**src/rtl/fir_interp_poly_if.sv**
```systemverilog
// -----------------------------------------------------------------------------
// fir_interp_poly_if
//   Bundles the sample stream and coefficient-write signals of fir_interp_poly.
//
//   Handshake: a transfer happens on a rising clk edge where valid and ready
//   are both 1. A source holds valid and its data stable until that edge, and
//   valid never depends on ready in the same cycle.
//
//   Signals
//     in_valid / in_ready / in_data     : input sample stream (signed)
//     out_valid / out_ready / out_data  : output sample stream (signed)
//     coef_wr_en / coef_addr / coef_data: coefficient write port
//     coef_err                          : one-cycle pulse, write dropped (busy)
//
//   Modports
//     master : the side that feeds samples and coefficients (bench / upstream)
//     slave  : the filter
// -----------------------------------------------------------------------------
interface fir_interp_poly_if #(
  parameter int DATA_WIDTH  = 8,
  parameter int COEFF_WIDTH = 8,
  parameter int NUM_TAPS    = 16
);
  localparam int AW = (NUM_TAPS > 1) ? $clog2(NUM_TAPS) : 1;

  logic                          in_valid;
  logic                          in_ready;
  logic signed [DATA_WIDTH-1:0]  in_data;
  logic                          out_valid;
  logic                          out_ready;
  logic signed [DATA_WIDTH-1:0]  out_data;
  logic                          coef_wr_en;
  logic        [AW-1:0]          coef_addr;
  logic signed [COEFF_WIDTH-1:0] coef_data;
  logic                          coef_err;

  modport master (
    output in_valid, in_data, out_ready, coef_wr_en, coef_addr, coef_data,
    input  in_ready, out_valid, out_data, coef_err
  );

  modport slave (
    input  in_valid, in_data, out_ready, coef_wr_en, coef_addr, coef_data,
    output in_ready, out_valid, out_data, coef_err
  );
endinterface

```
**src/rtl/fir_interp_poly.sv**
```systemverilog
// -----------------------------------------------------------------------------
// fir_interp_poly
//   Polyphase interpolating FIR filter (factor INTERP). Each accepted input
//   sample produces INTERP output samples, phase 0 first. Phase p uses the
//   taps h[k*INTERP+p], k = 0..K-1, with K = NUM_TAPS/INTERP, against the
//   K-deep delay line x[0..K-1] (x[0] newest). A single multiplier is shared
//   over K cycles per phase.
//
//   FSM: IDLE -> ACCUM (K cycles) -> OUTPUT -> ACCUM (next phase) ... -> IDLE
//
//   Ports
//     clk     : clock, rising edge
//     rst     : asynchronous, active-high reset
//     bus     : fir_interp_poly_if.slave (sample streams + coefficient port)
//     state_o : current FSM state (debug)
//
//   Parameters
//     DATA_WIDTH, COEFF_WIDTH : signed sample / coefficient widths
//     NUM_TAPS, INTERP        : prototype length, interpolation factor
//     SHIFT                   : arithmetic right shift before saturation
//
//   Build option
//     FIR_INTERP_ROUND_EN : when defined, round half up before the shift
//                           (adds 2^(SHIFT-1)); otherwise plain truncation.
// -----------------------------------------------------------------------------
module fir_interp_poly #(
  parameter int DATA_WIDTH  = 8,
  parameter int COEFF_WIDTH = 8,
  parameter int NUM_TAPS    = 16,
  parameter int INTERP      = 2,
  parameter int SHIFT       = 0
) (
  input  logic             clk,
  input  logic             rst,
  fir_interp_poly_if.slave bus,
  output logic [1:0]       state_o
);

  localparam int K      = NUM_TAPS / INTERP;
  localparam int AW     = (NUM_TAPS > 1) ? $clog2(NUM_TAPS) : 1;
  localparam int KW     = (K > 1) ? $clog2(K) : 1;
  localparam int PW     = $clog2(INTERP);
  localparam int PROD_W = DATA_WIDTH + COEFF_WIDTH;
  localparam int ACC_W  = PROD_W + $clog2(K);
  // One spare bit so the rounding constant can never wrap the accumulator.
  localparam int EXT_W  = ACC_W + 1;

  localparam logic signed [EXT_W-1:0] SAT_MAX =
    EXT_W'((1 <<< (DATA_WIDTH - 1)) - 1);
  localparam logic signed [EXT_W-1:0] SAT_MIN =
    EXT_W'(-(1 <<< (DATA_WIDTH - 1)));

  localparam logic [1:0] S_IDLE   = 2'd0;
  localparam logic [1:0] S_ACCUM  = 2'd1;
  localparam logic [1:0] S_OUTPUT = 2'd2;

  // ---------------------------------------------------------------------------
  // State
  // ---------------------------------------------------------------------------
  logic [1:0]                    state_q,    state_d;
  logic [PW-1:0]                 phase_q,    phase_d;
  logic [KW-1:0]                 k_q,        k_d;
  logic signed [ACC_W-1:0]       acc_q,      acc_d;
  logic signed [DATA_WIDTH-1:0]  out_data_q, out_data_d;
  logic                          coef_err_q;
  logic signed [DATA_WIDTH-1:0]  x_q [K];
  logic signed [COEFF_WIDTH-1:0] h_q [NUM_TAPS];

  logic                          idle;
  logic                          accept;
  logic                          coef_hit;
  logic [AW-1:0]                 tap_idx;
  logic signed [COEFF_WIDTH-1:0] h_sel;
  logic signed [DATA_WIDTH-1:0]  x_sel;
  logic signed [PROD_W-1:0]      prod;
  logic signed [ACC_W-1:0]       acc_sum;
  logic signed [EXT_W-1:0]       acc_ext;
  logic signed [EXT_W-1:0]       acc_shr;
  logic signed [DATA_WIDTH-1:0]  sat_val;

  assign idle   = (state_q == S_IDLE);
  assign accept = bus.in_valid && bus.in_ready;

  // ---------------------------------------------------------------------------
  // Datapath: one multiply-accumulate per ACCUM cycle
  // ---------------------------------------------------------------------------
  assign tap_idx = AW'(32'(k_q) * INTERP + 32'(phase_q));
  assign h_sel   = h_q[tap_idx];
  assign x_sel   = x_q[k_q];
  // Operands are widened first so the product is formed at full precision.
  assign prod    = PROD_W'(h_sel) * PROD_W'(x_sel);
  // acc_sum already contains the current product, so on the last ACCUM
  // cycle it is the complete dot product for this phase.
  assign acc_sum = acc_q + ACC_W'(prod);

`ifdef FIR_INTERP_ROUND_EN
  localparam int RND_SH = (SHIFT > 0) ? SHIFT - 1 : 0;
  localparam logic signed [EXT_W-1:0] RND_C =
    (SHIFT > 0) ? (EXT_W'(1) <<< RND_SH) : '0;
  assign acc_ext = EXT_W'(acc_sum) + RND_C;
`else
  assign acc_ext = EXT_W'(acc_sum);
`endif

  assign acc_shr = acc_ext >>> SHIFT;

  always_comb begin
    sat_val = acc_shr[DATA_WIDTH-1:0];
    if (acc_shr > SAT_MAX) begin
      sat_val = SAT_MAX[DATA_WIDTH-1:0];
    end else if (acc_shr < SAT_MIN) begin
      sat_val = SAT_MIN[DATA_WIDTH-1:0];
    end
  end

  // ---------------------------------------------------------------------------
  // FSM next state
  // ---------------------------------------------------------------------------
  always_comb begin
    state_d    = state_q;
    phase_d    = phase_q;
    k_d        = k_q;
    acc_d      = acc_q;
    out_data_d = out_data_q;
    case (state_q)
      S_IDLE: begin
        if (accept) begin
          state_d = S_ACCUM;
          phase_d = '0;
          k_d     = '0;
          acc_d   = '0;
        end
      end
      S_ACCUM: begin
        acc_d = acc_sum;
        k_d   = k_q + KW'(1);
        if (k_q == KW'(K - 1)) begin
          state_d    = S_OUTPUT;
          out_data_d = sat_val;
          k_d        = '0;
        end
      end
      S_OUTPUT: begin
        if (bus.out_ready) begin
          k_d   = '0;
          acc_d = '0;
          if (phase_q == PW'(INTERP - 1)) begin
            state_d = S_IDLE;
            phase_d = '0;
          end else begin
            state_d = S_ACCUM;
            phase_d = phase_q + PW'(1);
          end
        end
      end
      default: begin
        state_d = S_IDLE;
        phase_d = '0;
        k_d     = '0;
        acc_d   = '0;
      end
    endcase
  end

  always_ff @(posedge clk or posedge rst) begin
    if (rst) begin
      state_q    <= S_IDLE;
      phase_q    <= '0;
      k_q        <= '0;
      acc_q      <= '0;
      out_data_q <= '0;
    end else begin
      state_q    <= state_d;
      phase_q    <= phase_d;
      k_q        <= k_d;
      acc_q      <= acc_d;
      out_data_q <= out_data_d;
    end
  end

  // ---------------------------------------------------------------------------
  // Sample delay line: shifts only when a new input is accepted, so it stays
  // frozen across all INTERP phases of that input.
  // ---------------------------------------------------------------------------
  always_ff @(posedge clk or posedge rst) begin
    if (rst) begin
      for (int i = 0; i < K; i++) begin
        x_q[i] <= '0;
      end
    end else if (accept) begin
      for (int i = 1; i < K; i++) begin
        x_q[i] <= x_q[i-1];
      end
      x_q[0] <= bus.in_data;
    end
  end

  // ---------------------------------------------------------------------------
  // Coefficient bank. Writes land only while IDLE; a write issued in the same
  // cycle as an input acceptance is visible to that input's first product,
  // because ACCUM starts reading one edge later. Out-of-range addresses are
  // dropped silently; in-range writes while busy raise coef_err instead.
  // ---------------------------------------------------------------------------
  assign coef_hit = bus.coef_wr_en && (32'(bus.coef_addr) < NUM_TAPS);

  always_ff @(posedge clk or posedge rst) begin
    if (rst) begin
      for (int i = 0; i < NUM_TAPS; i++) begin
        h_q[i] <= '0;
      end
      coef_err_q <= 1'b0;
    end else begin
      coef_err_q <= coef_hit && !idle;
      if (coef_hit && idle) begin
        h_q[bus.coef_addr] <= bus.coef_data;
      end
    end
  end

  // ---------------------------------------------------------------------------
  // Outputs. in_ready is gated by rst so nothing is offered during reset.
  // ---------------------------------------------------------------------------
  assign bus.in_ready  = idle && !rst;
  assign bus.out_valid = (state_q == S_OUTPUT);
  assign bus.out_data  = out_data_q;
  assign bus.coef_err  = coef_err_q;
  assign state_o       = state_q;

endmodule

```
**src/flat_wrapper.sv**
```systemverilog
// flat-port wrapper written by rule: the top's interface ports become plain ports
module fir_interp_poly_flat 
#(
  parameter int DATA_WIDTH  = 8,
  parameter int COEFF_WIDTH = 8,
  parameter int NUM_TAPS    = 16,
  parameter int INTERP      = 2,
  parameter int SHIFT       = 0
)
  (clk, rst, state_o, bus_in_valid, bus_in_data, bus_out_ready, bus_coef_wr_en, bus_coef_addr, bus_coef_data, bus_in_ready, bus_out_valid, bus_out_data, bus_coef_err);
  fir_interp_poly_if #(.DATA_WIDTH(DATA_WIDTH), .COEFF_WIDTH(COEFF_WIDTH), .NUM_TAPS(NUM_TAPS)) bus_i ();
  input  logic clk;
  input  logic rst;
  output logic [1:0] state_o;
  input wire logic [$bits(bus_i.in_valid)-1:0] bus_in_valid;
  input wire logic [$bits(bus_i.in_data)-1:0] bus_in_data;
  input wire logic [$bits(bus_i.out_ready)-1:0] bus_out_ready;
  input wire logic [$bits(bus_i.coef_wr_en)-1:0] bus_coef_wr_en;
  input wire logic [$bits(bus_i.coef_addr)-1:0] bus_coef_addr;
  input wire logic [$bits(bus_i.coef_data)-1:0] bus_coef_data;
  output wire logic [$bits(bus_i.in_ready)-1:0] bus_in_ready;
  output wire logic [$bits(bus_i.out_valid)-1:0] bus_out_valid;
  output wire logic [$bits(bus_i.out_data)-1:0] bus_out_data;
  output wire logic [$bits(bus_i.coef_err)-1:0] bus_coef_err;
  assign bus_i.in_valid = bus_in_valid;
  assign bus_i.in_data = bus_in_data;
  assign bus_i.out_ready = bus_out_ready;
  assign bus_i.coef_wr_en = bus_coef_wr_en;
  assign bus_i.coef_addr = bus_coef_addr;
  assign bus_i.coef_data = bus_coef_data;
  assign bus_in_ready = bus_i.in_ready;
  assign bus_out_valid = bus_i.out_valid;
  assign bus_out_data = bus_i.out_data;
  assign bus_coef_err = bus_i.coef_err;
  fir_interp_poly #(.DATA_WIDTH(DATA_WIDTH), .COEFF_WIDTH(COEFF_WIDTH), .NUM_TAPS(NUM_TAPS), .INTERP(INTERP), .SHIFT(SHIFT)) u_core (.clk(clk), .rst(rst), .bus(bus_i), .state_o(state_o));
endmodule
```
**config.mk**
```make
export PLATFORM = sky130hd
export DESIGN_NAME = fir_interp_poly_flat
export DESIGN_NICKNAME = d
export VERILOG_FILES = /design/src/rtl/fir_interp_poly_if.sv /design/src/rtl/fir_interp_poly.sv /design/src/flat_wrapper.sv
export SDC_FILE = /design/constraint.sdc
export NUM_CORES = 1
export LEC_CHECK = 0
export CAP_MARGIN = 20
export CORE_ASPECT_RATIO = 1.4
export CORE_UTILIZATION = 30
export DETAILED_ROUTE_END_ITERATION = 10
export SLEW_MARGIN = 10
export SYNTH_ARGS = -nofsm -noshare
export SYNTH_HDL_FRONTEND = slang
export SYNTH_SLANG_ARGS = --single-unit
```
**constraint.sdc**
```tcl
create_clock -name clk -period 12.87 [get_ports clk]
set_input_delay 2.574 -clock clk [delete_from_list [all_inputs] [get_ports clk]]
set_output_delay 2.574 -clock clk [all_outputs]
set_load 0.1 [all_outputs]
```
==> summary.txt <==
Route
  – DRT iter0 DRCs: 378
  – Via count: 8139
  – Total iterations of the first detailed-routing run: 4
  – WL/cell: 17.6 um
  – Final Routed Wirelength: 29700 um
  – # DRC: 0
  – Routed Antenna Nets: 0
  – DR vias/cell: 4.82

Floorplanning
  – Die Y: 254 um
  – Row cnt: 92
  – Starting Density: 30.3%
  – IO Count: 38
  – Core Box Area: 45000 um^2
  – Die W: 182 um
  – DIE AREA: 46400 um^2

Setup path
  – Setup CP Type: flip-flop to flip-flop
  – Reg-to-Reg End: u_core.bus.out_data[6]
  – Crit path cell chain: buf_4 -> mux4_2 -> mux2_2 -> o21ai_1 -> nand2b_1 -> inv_1 -> fa_1 -> inv_1 -> fa_1 -> inv_1 -> fa_1 -> inv_1 -> fa_1 -> inv_1 -> ha_1 -> ha_1 -> a21oi_1 -> o211ai_1 -> a32oi_1 -> o21ai_0 -> xnor2_1 -> o32ai_1 -> o31ai_1
  – CP required: 13.32 ns
  – CP most frequent cell: inv_1
  – Crit path largest cell delay: 0.75 ns
  – Critical path startpoint: u_core.k_q[0]
  – Reg2Reg Depth: 23
  – Crit. End Element: flip-flop
  – Arr. time, crit path: 8.23 ns
  – Worst-path fanout max: 50
  – Slowest stage cell, crit path: xnor2_1
  – CP endpoint: u_core.bus.out_data[6]
  – Startpoint class of the critical path: flip-flop
  – Worst r2r src: u_core.k_q[0]
  – Reg2reg setup slack: 5.08 ns

Layout
  – FILL cells: 4391
  – Nets: 1218
  – Utilization after layout: 34.5%
  – Diode count: 0
  – Area growth, synth to finish: 13.7%
  – Fraction of layout cells with a size suffix above 1: 31.1%

Synthesis
  – Mapped Area: 13600 um^2
  – Asr flop ratio synth: 100%
  – Count of cell types in the netlist: 65
  – Synth Flop Type: dfrtp_1
  – EDFF count, synth: 0
  – Synthesis Warnings: 0
  – Post-Syn Nets: 1185
  – Post-Syn Instances: 1030
  – Register bit total from synthesis: 226
  – Post-Syn Area per Cell: 13.3 um^2
  – Seq/Total Area, Yosys: 41.4%

Clock tree
  – CTS max path bufs: 3
  – Clk root buf: clkbuf_16
  – Clock buffer count from CTS: 23
  – CTS tree: done
  – Post-CTS Hold Fix Bufs: 0
  – Setup bufs post-CTS: 0
  – Cts repair resizes: 0
  – Clk_lat worst skew: 0.54 ns
  – Clk pin slew, worst setup/hold paths: 0.07 ns
  – Clock sink count: 226
  – H-tree Lvls: 1

Global route
  – GRT Total Usage: 13.6%
  – Largest net degree at the start of global routing: 109
  – Number of global-route vias before repair: 9041
  – Initial antenna violation count: 0
  – Grt ovf: 0
  – Global-route wire length before repair: 49900 um

STA
  – Final Slew Violations: 0
  – Min Tclk post-route: 7.79 ns
  – Unrepaired setup endpoints after global routing: no
  – Headroom to the max-slew limit: 31.4%
  – Slew of the pin with the lowest slew margin: 1.02 ns
  – Final hold violations: 0
  – Setup Viol. Count Final: 0
  – Setup TNS: 0 ns
  – Fin crit share: 60.5%
  – Layout Skew: 0.0128 ns
  – FMAX: 128 MHz

Flow run
  – Max-cap viol count: 0

Placement
  – Final HPWL DP: 21700 um
  – Gpl congestion: 0.828
  – IO buf count: 37

Hold path
  – Hold Crit Class: flip-flop to flip-flop

Run status
  – Status: completed
==> flip-flops by register name, summed over array words and instances, names as in the netlist <==
| name | count |
|---|---|
| u_core.acc_q | 19 |
| u_core.bus.coef_err | 1 |
| u_core.bus.out_data | 8 |
| u_core.h_q | 128 |
| u_core.k_q | 3 |
| u_core.phase_q | 1 |
| u_core.state_o | 2 |
| u_core.x_q | 64 |
==> cells in the mapped netlist, types with 3 or more instances <==
library cell  number  area share, %
a21oi_1           11           0.40
a22o_1            13           0.83
and2_1             7           0.32
and3_2             6           0.33
buf_1              5           0.14
buf_2              4           0.15
clkbuf_1          28           0.77
dfrtp_1          226             41
fa_1              84             12
ha_1              46            4.2
inv_1             96            2.6
mux2_2           200             17
mux2i_1            7           0.51
mux4_2            54            8.9
nand2_1           67            1.8
nand2b_1          11           0.50
nand3_1            7           0.26
nand4_1           13           0.60
nor2_1            28           0.77
nor2b_1           21           0.96
nor3_1             5           0.18
o211ai_1           3           0.17
o21ai_0           19           0.70
o21ai_1            4           0.15
or2_2              4           0.18
xnor2_1           12           0.77
xor2_1             5           0.32
==> layer usage <==
layer	GRT usage [%]	vias to the layer above	part of all wire, %	routed length (um)
met2	26.6	140	56	16700
met1	15.0	4286	38	11200
met4	5.47	0	3.5	1050
li1	-	3662	-	-
met3	1.33	51	2.7	801
met5	0	-	0	0
==> cell usage in the layout (no fill, tap or decap), types with 4 or more instances in the layout <==
cell type        instances
dfrtp_1                224
or2_2                    4
buf_4                   11
inv_1                   95
bufinv_16                4
clkdlybuf4s50_1         37
and2_1                   6
mux2i_1                  7
xor2_1                   5
nand2b_1                11
mux2_2                 200
nand4_1                 13
nor3_1                   5
clkbuf_16               23
nand3_1                  7
a22o_1                  13
o21ai_0                 19
nand2_1                 67
o21ai_1                  4
xnor2_1                 12
ha_1                    46
clkinv_2                 4
fa_1                    84
mux4_2                  54
and3_2                   6
a21oi_1                 11
nor2b_1                 21
nor2_1                  28
==> logic make-up after synthesis <==
group                    synth area share (%)
flip-flops                               41.4
adder cells (fa/ha/maj)                  16.5
multiplexers                             25.9
AO/OA/AOI/OAI                            3.87
buffers and inverters                    3.93
XOR/XNOR                                 1.21
AND/OR/NAND/NOR                          7.09
==> through the flow <==
| stage | worst slack (ns) | cell area, um^2 | hold WS, ns | instances |
|---|---|---|---|---|
| after floorplan | 4.10 | 13600 | 0.466 | 1030 |
| after global placement | 5.15 | 14700 | 0.482 | 1649 |
| after detailed placement | 5.01 | 14700 | 0.479 | 1649 |
| after CTS | 4.99 | 15500 | 0.494 | 1689 |
| after global routing | 4.41 | 15500 | 0.518 | 1689 |
| final | 5.08 | 15500 | 0.489 | 1689 |
==> critical path: cells and delay by family, from the launching register on <==
kind                       cells  cell delay (ns)
AOI/OAI and AO/OA              7             1.75
xor gates and xnor gates       1             0.75
adders and majority gates      6             2.83
buffers and inverters          6             1.05
DFF                            1             0.34
muxes                          2             0.68
and+or+nand+nor                1             0.24
==> worst min path at each step <==
stage,start,end,slack (ns),cells past startpoint
final,u_core.bus.out_data[7],u_core.bus.out_data[7],0.49,2
after floorplan,u_core.acc_q[1],u_core.acc_q[1],0.47,1
after global routing,u_core.h_q[69],u_core.h_q[69],0.52,1
after global placement,u_core.h_q[21],u_core.h_q[21],0.48,1
after CTS,u_core.bus.out_data[7],u_core.bus.out_data[7],0.49,2
after detailed placement,u_core.bus.out_data[7],u_core.bus.out_data[7],0.48,2
==> layout make-up <==
class	instances	area [um^2]	area share [%]
multi-input combinational	668	7460	48.1
sequential	226	5660	36.5
tap	611	764	4.93
clock buffer	28	624	4.02
timing repair buffer	48	453	2.92
inverter	96	368	2.37
clock inverter	12	193	1.24
Power is left out: the tool's default activity adds up to more than one toggle a clock period on the data nets, which glitch-free logic cannot reach.
